<file path="src/rtl/aes_round_sched.sv">
// Iterative AES-128 round sequencer: applies AddRoundKey and drives a shared
// pipelined round datapath once per round, one job at a time.
module aes_round_sched #(
  parameter int unsigned NR         = 10,
  parameter int unsigned DP_LATENCY = 4,
  parameter int unsigned TIMEOUT    = 8
) (
  input  logic         clk,
  input  logic         rst_n,
  input  logic         i_Valid,
  output logic         o_Ready,
  input  logic [127:0] i_Data,
  output logic [127:0] o_Data,
  output logic         o_Valid,
  input  logic         i_Ready,
  output logic [3:0]   o_Key_Idx,
  input  logic [127:0] i_Round_Key,
  output logic [127:0] o_Dp_Data,
  output logic         o_Dp_Valid,
  output logic         o_Dp_Last,
  input  logic [127:0] i_Dp_Data,
  input  logic         i_Dp_Valid,
  output logic         o_Err
);

  localparam int unsigned RND_W    = 4;
  localparam int unsigned WAIT_LIM = DP_LATENCY + TIMEOUT;
  localparam int unsigned CNT_W    = $clog2(WAIT_LIM + 1);

  localparam logic [RND_W-1:0] LAST_RND = RND_W'(NR);
  localparam logic [CNT_W-1:0] CNT_EXP  = CNT_W'(WAIT_LIM - 1);

  typedef enum logic [1:0] {
    S_IDLE  = 2'd0,
    S_ISSUE = 2'd1,
    S_WAIT  = 2'd2,
    S_DONE  = 2'd3
  } state_e;

  state_e             state_q, state_d;
  logic [RND_W-1:0]   round_q, round_d;
  logic [CNT_W-1:0]   cnt_q,   cnt_d;
  logic [127:0]       data_q,  data_d;
  logic               err_q,   err_d;

  // State register
  always_ff @(posedge clk or negedge rst_n) begin
    if (!rst_n) begin
      state_q <= S_IDLE;
      round_q <= '0;
      cnt_q   <= '0;
      data_q  <= '0;
      err_q   <= 1'b0;
    end else begin
      state_q <= state_d;
      round_q <= round_d;
      cnt_q   <= cnt_d;
      data_q  <= data_d;
      err_q   <= err_d;
    end
  end

  // Next-state logic; cnt_q counts cycles since the current round was issued
  always_comb begin
    state_d = state_q;
    round_d = round_q;
    cnt_d   = cnt_q;
    data_d  = data_q;
    err_d   = 1'b0;
    unique case (state_q)
      S_IDLE: begin
        err_d = i_Dp_Valid;
        if (i_Valid) begin
          data_d  = i_Data ^ i_Round_Key;
          round_d = RND_W'(1);
          cnt_d   = '0;
          state_d = S_ISSUE;
        end
      end
      S_ISSUE: begin
        err_d   = i_Dp_Valid;
        cnt_d   = cnt_q + CNT_W'(1);
        state_d = S_WAIT;
      end
      S_WAIT: begin
        cnt_d = cnt_q + CNT_W'(1);
        if (i_Dp_Valid) begin
          data_d = i_Dp_Data ^ i_Round_Key;
          cnt_d  = '0;
          if (round_q == LAST_RND) begin
            state_d = S_DONE;
          end else begin
            round_d = round_q + RND_W'(1);
            state_d = S_ISSUE;
          end
        end else if (cnt_q == CNT_EXP) begin
          err_d   = 1'b1;
          state_d = S_IDLE;
        end
      end
      S_DONE: begin
        err_d = i_Dp_Valid;
        if (i_Ready) begin
          state_d = S_IDLE;
        end
      end
      default: begin
        state_d = S_IDLE;
      end
    endcase
  end

  // Outputs decoded from registered state only
  assign o_Ready    = (state_q == S_IDLE);
  assign o_Valid    = (state_q == S_DONE);
  assign o_Data     = data_q;
  assign o_Dp_Data  = data_q;
  assign o_Dp_Valid = (state_q == S_ISSUE);
  assign o_Dp_Last  = (state_q == S_ISSUE) && (round_q == LAST_RND);
  assign o_Key_Idx  = (state_q == S_IDLE) ? '0 : round_q;
  assign o_Err      = err_q;

endmodule

</file>
<file path="config.mk">
export PLATFORM = sky130hd
export DESIGN_NAME = aes_round_sched
export DESIGN_NICKNAME = d
export VERILOG_FILES = /design/src/rtl/aes_round_sched.sv
export SDC_FILE = /design/constraint.sdc
export NUM_CORES = 1
export LEC_CHECK = 0
export CELL_PAD_IN_SITES_DETAIL_PLACEMENT = 1
export CELL_PAD_IN_SITES_GLOBAL_PLACEMENT = 2
export CORE_AREA = 3 3 251 253
export CTS_CLUSTER_DIAMETER = 150
export CTS_CLUSTER_SIZE = 8
export DETAILED_ROUTE_END_ITERATION = 10
export DIE_AREA = 0 0 254 256
export PLACE_DENSITY = 0.78
export SKIP_LAST_GASP = 1
export SLEW_MARGIN = 20
export SYNTH_ARGS = -nofsm -noshare
export SYNTH_HDL_FRONTEND = slang
export SYNTH_SLANG_ARGS = --single-unit
</file>
<file path="constraint.sdc">
create_clock -name clk -period 2.5 [get_ports clk]
set_input_delay 0.5 -clock clk [delete_from_list [all_inputs] [get_ports clk]]
set_output_delay 0.5 -clock clk [all_outputs]
set_load 0.01 [all_outputs]
</file>
# [Word-level counts from Yosys, hierarchy flattened]
# Cells that the tools add are included.
[totals] regBits=139 inputBits=389 out_inout_bits=265 word_cells=48
[op_classes] add_sub_neg=2 n_eq_ne=10 muxes=20 bitwise=2 reduce_logical=9
[ops] operator="128-bit two-way mux" n=2
[ops] operator="128-bit case mux with 2 select lines" n=1
[ops] operator="128-bit XOR" n=2
[ops] operator="4-bit two-way mux" n=6
[ops] operator="4-bit case mux with 3 select lines" n=1
[ops] operator="2-bit two-way mux" n=5
[ops] operator="4-bit by 1-bit adder with 4-bit output (second input constant)" n=2
[ops] operator="4-bit equality test (second input constant)" n=2
[ops] operator="2-bit case mux with 4 select lines" n=1
[ops] operator="4-bit case mux with 2 select lines" n=1
[ops] operator="2-bit inequality test (second input constant)" n=3
[ops] operator="3-bit AND reduction" n=2
[ops] operator="2-bit equality test (second input constant)" n=2
[ops] operator="4-bit AND reduction" n=1
[ops] operator="3-bit inequality test (second input constant)" n=1
[ops] operator="3-bit nonzero test" n=1
[ops] operator="3-bit OR reduction" n=1
[ops] operator="2-bit by 1-bit equality test with 1-bit output (second input constant)" n=1
[ops] operator="2-bit zero test" n=1
[ops] operator="1-bit two-way mux" n=2
[ops] operator="2-bit by 1-bit inequality test with 1-bit output (second input constant)" n=1
[ops] operator="1-bit case mux with 2 select lines" n=1
[ops] operator="2-bit AND reduction" n=1
[ops] operator="2-bit nonzero test" n=1
[ops] operator="1-bit logical AND" n=1

# [Logic depth before layout (Yosys ltp)]
# Gate-level depths: netlist (run 1).
[logic_depth] ltp_word=4 depth_mapped=11 ltp_nobuf=6

# [Least setup slack after synthesis (run 1)]
# No wires, ideal clock.
[synth_path] path_type="reg-to-reg" startpoint="reg state_q[0]" endpoint="reg round_q[1]" setup_ns=0.125 arrival_time_ns=2.100 t_required_ns=2.375 slack_ns=0.275 path_stages_with_launch=9 path_buffers=2 period_less_slack_ns=2.225 cell_sequence="dfrtp_1 inv_1 ha_1 and2b_1 or3_1 buf_2 buf_6 a21o_1 mux2_4"
[synth_between] elab_chain_len=3 word_cells_on_any_way=8 classes_between="eq/ne: 4; mux: 1; reduce/logical: 3"
[synth_rtl] element="from (decl)" line_no="40" source="state_e state_q, state_d;"
[synth_rtl] element="from (signal assigned)" line_no="55" source="state_q <= state_d;"
[synth_rtl] element="2-bit zero test (*)"
[synth_rtl] element="net o_Ready" line_no="11" source="output logic o_Ready,"
[synth_rtl] element="2-bit inequality test (no line) / 2-bit nonzero test (equally long branches)"
[synth_rtl] element="4-bit AND reduction (no line)"
[synth_rtl] element="to (signal assigned)" line_no="56" source="round_q <= round_d;"
[synth_rtl] element="to (decl)" line_no="41" source="logic [RND_W-1:0] round_q, round_d;"
# Mark *: on every way through the listed nets, which the timed path passes. The rest lies on a longest branch.
# A chain may end at the register's enable or synchronous reset.

# [Worst setup path in the final report (run 1)]
[layout_path] startpoint="reg state_q[1]" endpoint="out o_Dp_Valid"
[layout_between] elab_chain_len=1
[layout_rtl] element="2-bit by 1-bit equality test with 1-bit output" line_no="118" source="assign o_Dp_Valid = (state_q == S_ISSUE);"
[layout_rtl] element="to (decl)" line_no="19" source="output logic o_Dp_Valid,"
# Every way passes these cells.

==> results of run 1 <==
==> layout make-up <==
| cell class | count | area (um^2) | share of cell area, % |
|---|---|---|---|
| repair buffers | 681 | 6847 | 42.99 |
| multi-input cells | 574 | 3980 | 24.99 |
| flip-flops and latches | 139 | 3480 | 21.85 |
| well taps | 790 | 988.4 | 6.207 |
| clock buffers | 19 | 442.9 | 2.781 |
| clock inverters | 13 | 166.4 | 1.045 |
| inverters | 5 | 18.77 | 0.1179 |
| diodes | 1 | 2.502 | 0.01571 |
==> cell usage after synthesis, drive strengths merged, types with 3 or more instances <==
cell	number
a21o	3
a21oi	4
buf	160
clkbuf	13
dfrtp	139
ha	9
inv	5
mux2i	129
nand2	136
nand2b	3
nor2	4
nor2b	5
nor3	3
o21ai	134
xor2	128
==> stage by stage <==
stage | setup TNS (ns) | worst slack (ns)
CTS | -0.06600 | -0.06600
finish | 0 | 0.1515
detailed placement | 0 | 0.1803
global route | 0 | 0.04089
global placement | 0 | 0.1883
floorplan | 0 | 0.2753
==> cells by family (layout without fill, tap and decap cells) <==
group | after synthesis | in the layout | share of synthesized area [%]
buffers and inverters | 178 | 718 | 14.09
AND/OR/NAND/NOR | 162 | 162 | 7.684
AO/OA/AOI/OAI | 145 | 145 | 8.624
flip-flops | 139 | 139 | 40.23
multiplexers | 130 | 130 | 15.11
XOR/XNOR | 128 | 128 | 12.96
adder cells (fa/ha/maj) | 9 | 9 | 1.302
other | 0 | 1 | 0
==> flip-flops by register name, summed over array words and instances, names as in the netlist <==
signal / flops
round_q: 4
o_Err: 1
o_Data: 128
state_q: 2
cnt_q: 4
==> worst max-delay path: cells and delay by family (launching register included) <==
family | cells | cell delay (ns)
fa+ha+maj | 1 | 0.21
flops | 1 | 0.46
buf+inv | 2 | 0.71
==> per-layer routing <==
layer	track usage [%]	vias to the layer above
met5	0	-
li1	-	3880
met1	12.45	3803
met2	21.57	341
met4	3.409	0
met3	3.242	30
==> power groups by stage <==
stage / Clock (mW) / Combinational [mW] / Sequential, mW
after global routing: 2.96 / 11.9 / 4.81
after detailed placement: 0 / 11.0 / 4.72
after floorplan: 0 / 5.91 / 4.66
after CTS: 2.85 / 11.1 / 4.69
final: 2.71 / 10.9 / 4.62
after global placement: 0 / 10.8 / 4.68
==> placed cells by master, fill, tap and decap left out, types with 2 or more instances in the layout <==
cell type        count
a21o_1               3
nand3_1              2
bufinv_16            3
clkbuf_16           17
nor2b_1              5
inv_6                3
dlymetal6s2s_1       4
clkinvlp_4           3
nand2_1            136
nand2b_1             3
clkinv_4             2
xor2_1             128
clkdlybuf4s50_1    647
clkinv_2             2
mux2i_1            129
buf_4               20
a21oi_1              4
buf_12               7
nor2_1               4
inv_1                5
o21ai_0            132
dfrtp_1            138
nor3_1               3
ha_4                 2
o21ai_1              2
ha_1                 7
and2b_1              2
==> repair_timing <==
action,CTS,global route
hold buffers,1,0
endpoints found under the setup margin,6,4
hold endpoints to repair,5,0
buffers inserted,1,0
gates resized for setup,4,4
gates cloned,0,0
==> worst min-delay path by stage <==
stage	startpoint	to	slack, ns	depth (start not counted)
after detailed placement	o_Data[109]$_DFFE_PN0P_	o_Data[109]$_DFFE_PN0P_	0.51	2
final	o_Data[34]$_DFFE_PN0P_	o_Data[34]$_DFFE_PN0P_	0.52	2
after global placement	cnt_q[1]$_DFFE_PN0P_	cnt_q[1]$_DFFE_PN0P_	0.49	2
after global routing	o_Data[18]$_DFFE_PN0P_	o_Data[18]$_DFFE_PN0P_	0.55	2
after CTS	o_Data[109]$_DFFE_PN0P_	o_Data[109]$_DFFE_PN0P_	0.52	2
after floorplan	rst_n	cnt_q[0]$_DFFE_PN0P_	0.20	0
==> impl_metrics.tcl, run 1 <==
set metrics [dict create \
    outcome "finished, final reports clean" \
    grt_first_pass_wirelength_um 55620 \
    reg2reg_slack_ns 0.33 \
    initial_utilization_pct 14.12 \
    grt_max_degree 119 \
    port-buffer-count 653 \
    combPwrFrac_pct 59.7 \
    synth_fp_nets 1289 \
    dieHeight_um 256 \
    top_layer_used "met4" \
    ant_nets 0 \
    tightest_slew_ns 0.6907 \
    swShare_pct 40.27 \
    crit_start "state_q[1]$_DFFE_PN0P_" \
    synth_edf_count 0 \
    finalCritPeriodShare_pct 93.94 \
    p_total_mw 18.20 \
    nets 1816 \
    vias 8054 \
    met2_length_um 20380 \
    cp_max_fo 6 \
    first_iter_violations 271 \
    cp-end-kind "primary output" \
    drv_cap 0 \
    p_clk_share_pct 14.9 \
    sequentialPowerShare_pct 25.4 \
    r2r-start "state_q[1]$_DFFE_PN0P_" \
    hold_viol 0 \
    seq_area_frac_synth_pct 40.23 \
    drcViolationCount 0 \
    nFillCells 7022 \
    async_flop_share_pct 100.0 \
    grt_pass1_vias 8971 \
    synthCells 891 \
    avgSynthCellArea_um2 9.705 \
    min_path_type "flop to flop" \
    setup_viol 0 \
    firstDrtPassIters 4 \
    drive_gt1_share_pct 4.542 \
    crit-reg2reg-capture "o_Data[39]$_DFFE_PN0P_" \
    p_sw_mw 7.332 \
    antenna_found_initial 1 \
    start_kind "flop" \
    p_leak_nw 6.461 \
    wl_per_cell_um 17.13 \
    required_ns 2.00 \
    grt_setup_unrepaired "false" \
    slew_headroom_pct 53.46 \
    drv_slew 0 \
    p_per_area_nw_per_um2 1143 \
    die-area_um2 65020 \
    area_growth_pct 84.17 \
    clock-skew-final_ns 0.009374 \
    power.internal_mw 10.87 \
    cts_tree "yes" \
    synthesis.area_um2 8647 \
    reg2reg_depth 7 \
    h-tree-depth 4 \
    hpwl_um 31630 \
    yosys_warnings 0 \
    grt_usage_pct 11.52 \
    synth_cell_types 33 \
    core_area_um2 61260 \
    vdd.ir_drop.worst_uv 497.9 \
    placed_area_um2 15270 \
    cts-root-buf "clkbuf_16" \
    holdWs_ns 0.5164 \
    wl_met3_um 2467 \
    dp.cells 2187 \
    fin_area_um2 15930 \
    crit_type "flop to primary output" \
    final_cells 2222 \
    die_w_um 254 \
    yosysTopAreaCellShare_pct 40.23 \
    gp_congestion 0.7626 \
    synth_area_leaders "dfrtp_1, mux2i_1, xor2_1" \
    worstPathCellList "inv_1 > ha_1 > clkdlybuf4s50_1" \
    clock_sinks 139 \
    postSynthRegisterBits 139 \
    cp-endpoint "o_Dp_Valid" \
    io_pins 654 \
    cpMaxStageDelayCell "clkdlybuf4s50_1" \
    final_util_pct 26.00 \
    yosys.area.top_type "dfrtp_1" \
    cts_made_buffers 17 \
    num_rows 91 \
    via_per_inst 3.625 \
    clk_latency_ns 0.47 \
    grt-ovfl-total 0 \
    wirelength_um 38070 \
    finalCriticalPeriod_ns 2.349 \
    clock_path_buffers 2 \
    wl_met1_um 14660 \
    fmax_mhz 425.8 \
    cp_slowest_stage_delay_ns 0.57 \
    cp.arrival_ns 1.85 \
    yosys_most_used_dff "dfrtp_1" \
    clk_pin_slew_worst_paths_ns 0.06 \
]
Note: power is estimated with default switching activity, not from simulation.
==> run 2, diff against run 1 <==
--- a/config.mk
+++ b/config.mk
@@ -7,12 +7,12 @@
 export LEC_CHECK = 0
 export CELL_PAD_IN_SITES_DETAIL_PLACEMENT = 1
 export CELL_PAD_IN_SITES_GLOBAL_PLACEMENT = 2
-export CORE_AREA = 3 3 251 253
+export CORE_AREA = 2 2 258 260
 export CTS_CLUSTER_DIAMETER = 150
 export CTS_CLUSTER_SIZE = 8
 export DETAILED_ROUTE_END_ITERATION = 10
-export DIE_AREA = 0 0 254 256
-export PLACE_DENSITY = 0.78
+export DIE_AREA = 0 0 260 262
+export PLACE_DENSITY_LB_ADDON = 0.1
 export SKIP_LAST_GASP = 1
 export SLEW_MARGIN = 20
 export SYNTH_ARGS = -nofsm -noshare
==> impl_metrics.tcl, run 2 (synthesis gave the netlist of run 1 again) <==
set metrics [dict create \
    drive_gt1_share_pct 4.482 \
    clock_path_buffers 2 \
    cp-end-kind "primary output" \
    cts_tree "yes" \
    clk_latency_ns 0.48 \
    final_cell_mix "clkdlybuf4s50_1, dfrtp_1, nand2_1" \
    die_w_um 260 \
    p_per_area_nw_per_um2 1146 \
    finalCriticalPeriod_ns 2.328 \
    hold_depth 2 \
    drcViolationCount 0 \
    min_path_type "flop to flop" \
    tightest_slew_ns 0.6386 \
    initial_utilization_pct 13.25 \
    swShare_pct 40.82 \
    reg2reg_slack_ns 0.25 \
    drv_cap 0 \
    crit_type "flop to primary output" \
    power.internal_mw 10.85 \
    setup_viol 0 \
    grt_first_pass_wirelength_um 62760 \
    placed_area_um2 15380 \
    via_per_inst 3.460 \
    vias 7937 \
    clock-skew-final_ns 0.01979 \
    hpwl_um 37890 \
    cp.arrival_ns 1.83 \
    io_pins 654 \
    cp_max_fo 9 \
    core_area_um2 65280 \
    hold_viol 0 \
    grt_pass1_vias 8660 \
    vdd.ir_drop.worst_uv 634.2 \
    wirelength_um 45610 \
    nFillCells 7434 \
    p_clk_share_pct 14.7 \
    slew_headroom_pct 57.43 \
    clock_sinks 139 \
    reg2reg_depth 6 \
    grt_max_degree 125 \
    p_leak_nw 6.416 \
    outcome "finished, final reports clean" \
    area_growth_pct 84.98 \
    grt_setup_unrepaired "false" \
    required_ns 2.00 \
    gp_congestion 0.7341 \
    finalSetupTns_ns 0 \
    final_common_cell "clkdlybuf4s50_1" \
    firstDrtPassIters 4 \
    h-tree-depth 4 \
    regArea_um2 3480 \
    fin_area_um2 16000 \
    nets 1813 \
    post-place-ws_ns 0.07806 \
    finalCritPeriodShare_pct 93.14 \
    grt-ovfl-total 0 \
    largest_register_ffs 128 \
    first_iter_violations 166 \
    grt_usage_pct 13.16 \
    post-cts-setup-buffer-count 0 \
    drv_slew 0 \
    num_rows 94 \
    clk_pin_slew_worst_paths_ns 0.07 \
    final_cells 2294 \
    multi_input_area_um2 3980 \
    final_util_pct 24.50 \
    p_sw_mw 7.481 \
    start_kind "flop" \
    p_total_mw 18.33 \
    port-buffer-count 653 \
    cts_made_buffers 17 \
    fmax_mhz 429.5 \
    die-area_um2 68120 \
    dieHeight_um 262 \
    ant_nets 0 \
    sequentialPowerShare_pct 25.5 \
    setup_ws_ns 0.1715 \
    combPwrFrac_pct 59.8 \
    dp.cells 2259 \
    antenna_found_initial 6 \
    cts-root-buf "clkbuf_16" \
    wl_per_cell_um 19.88 \
    holdWs_ns 0.5109 \
]
run 2: cell count changes in the layout (fill, tap and decap cells not counted), sizes merged:
cell          delta
clkbuf           +4
buf              -3
dlymetal6s2s     -3
dlygate4sd2      +2
bufinv           -1
clkinvlp         -1
diode            +1
inv              -1
run 2: final timing paths:
path                                                end                    from
worst max-delay path                            o_Ready  state_q[0]$_DFFE_PN0P_
worst min-delay path             o_Data[78]$_DFFE_PN0P_  o_Data[78]$_DFFE_PN0P_
worst max register to register  o_Data[102]$_DFFE_PN0P_  state_q[0]$_DFFE_PN0P_
worst min register to register   o_Data[78]$_DFFE_PN0P_  o_Data[78]$_DFFE_PN0P_
max in group asynchronous        o_Data[62]$_DFFE_PN0P_                   rst_n
min in group asynchronous               o_Err$_DFF_PN0_                   rst_n
run 2: repair_timing:
item / 4_1_cts / 5_1_grt
hold endpoints to repair: 4 / 0
resized for setup: 7 / 4
endpoints found under the setup margin: 6 / 27
pin swaps: 0 / 0
hold buffers: 1 / 0
run 2: power groups by stage:
stage | combinational [mW] | sequential [mW] | clock, mW
after floorplan | 5.91 | 4.66 | 0
after global placement | 11.1 | 4.79 | 0
after detailed placement | 11.2 | 4.80 | 0
after CTS | 11.2 | 4.78 | 2.88
after global routing | 12.0 | 4.89 | 2.94
final | 11.0 | 4.68 | 2.70
run 2: critical path, stage by stage, from the launching register on:
cell and delay [ns]:
dfrtp_2 0.45, inv_2 0.13, ha_4 0.20, clkdlybuf4s50_1 0.56
run 2: area by class of cell:
| cell class | instances | area share (%) |
|---|---|---|
| timing repair buffer | 678 | 42.73 |
| multi-input combinational | 574 | 24.88 |
| sequential | 139 | 21.75 |
| tap | 864 | 6.758 |
| clock buffer | 22 | 3.027 |
| clock inverter | 10 | 0.7040 |
| inverter | 5 | 0.1173 |
| antenna | 2 | 0.03129 |
run 2: metal layers:
layer	vias to the layer above	global-route usage [%]	wire [um]	share of wire, %
met5	-	0	58	0.13
met4	8	3.576	572	1.3
met3	37	4.958	3382	7.4
met2	288	24.51	24960	55
met1	3727	13.76	16630	36
li1	3877	-	-	-
==> run 3, diff against run 2 <==
--- a/config.mk
+++ b/config.mk
@@ -14,7 +14,7 @@
 export DIE_AREA = 0 0 260 262
 export PLACE_DENSITY_LB_ADDON = 0.1
 export SKIP_LAST_GASP = 1
-export SLEW_MARGIN = 20
+export SLEW_MARGIN = 40
 export SYNTH_ARGS = -nofsm -noshare
 export SYNTH_HDL_FRONTEND = slang
 export SYNTH_SLANG_ARGS = --single-unit
==> results of run 3 <==
Final layout, timing and power as in run 2 (identical DEF).
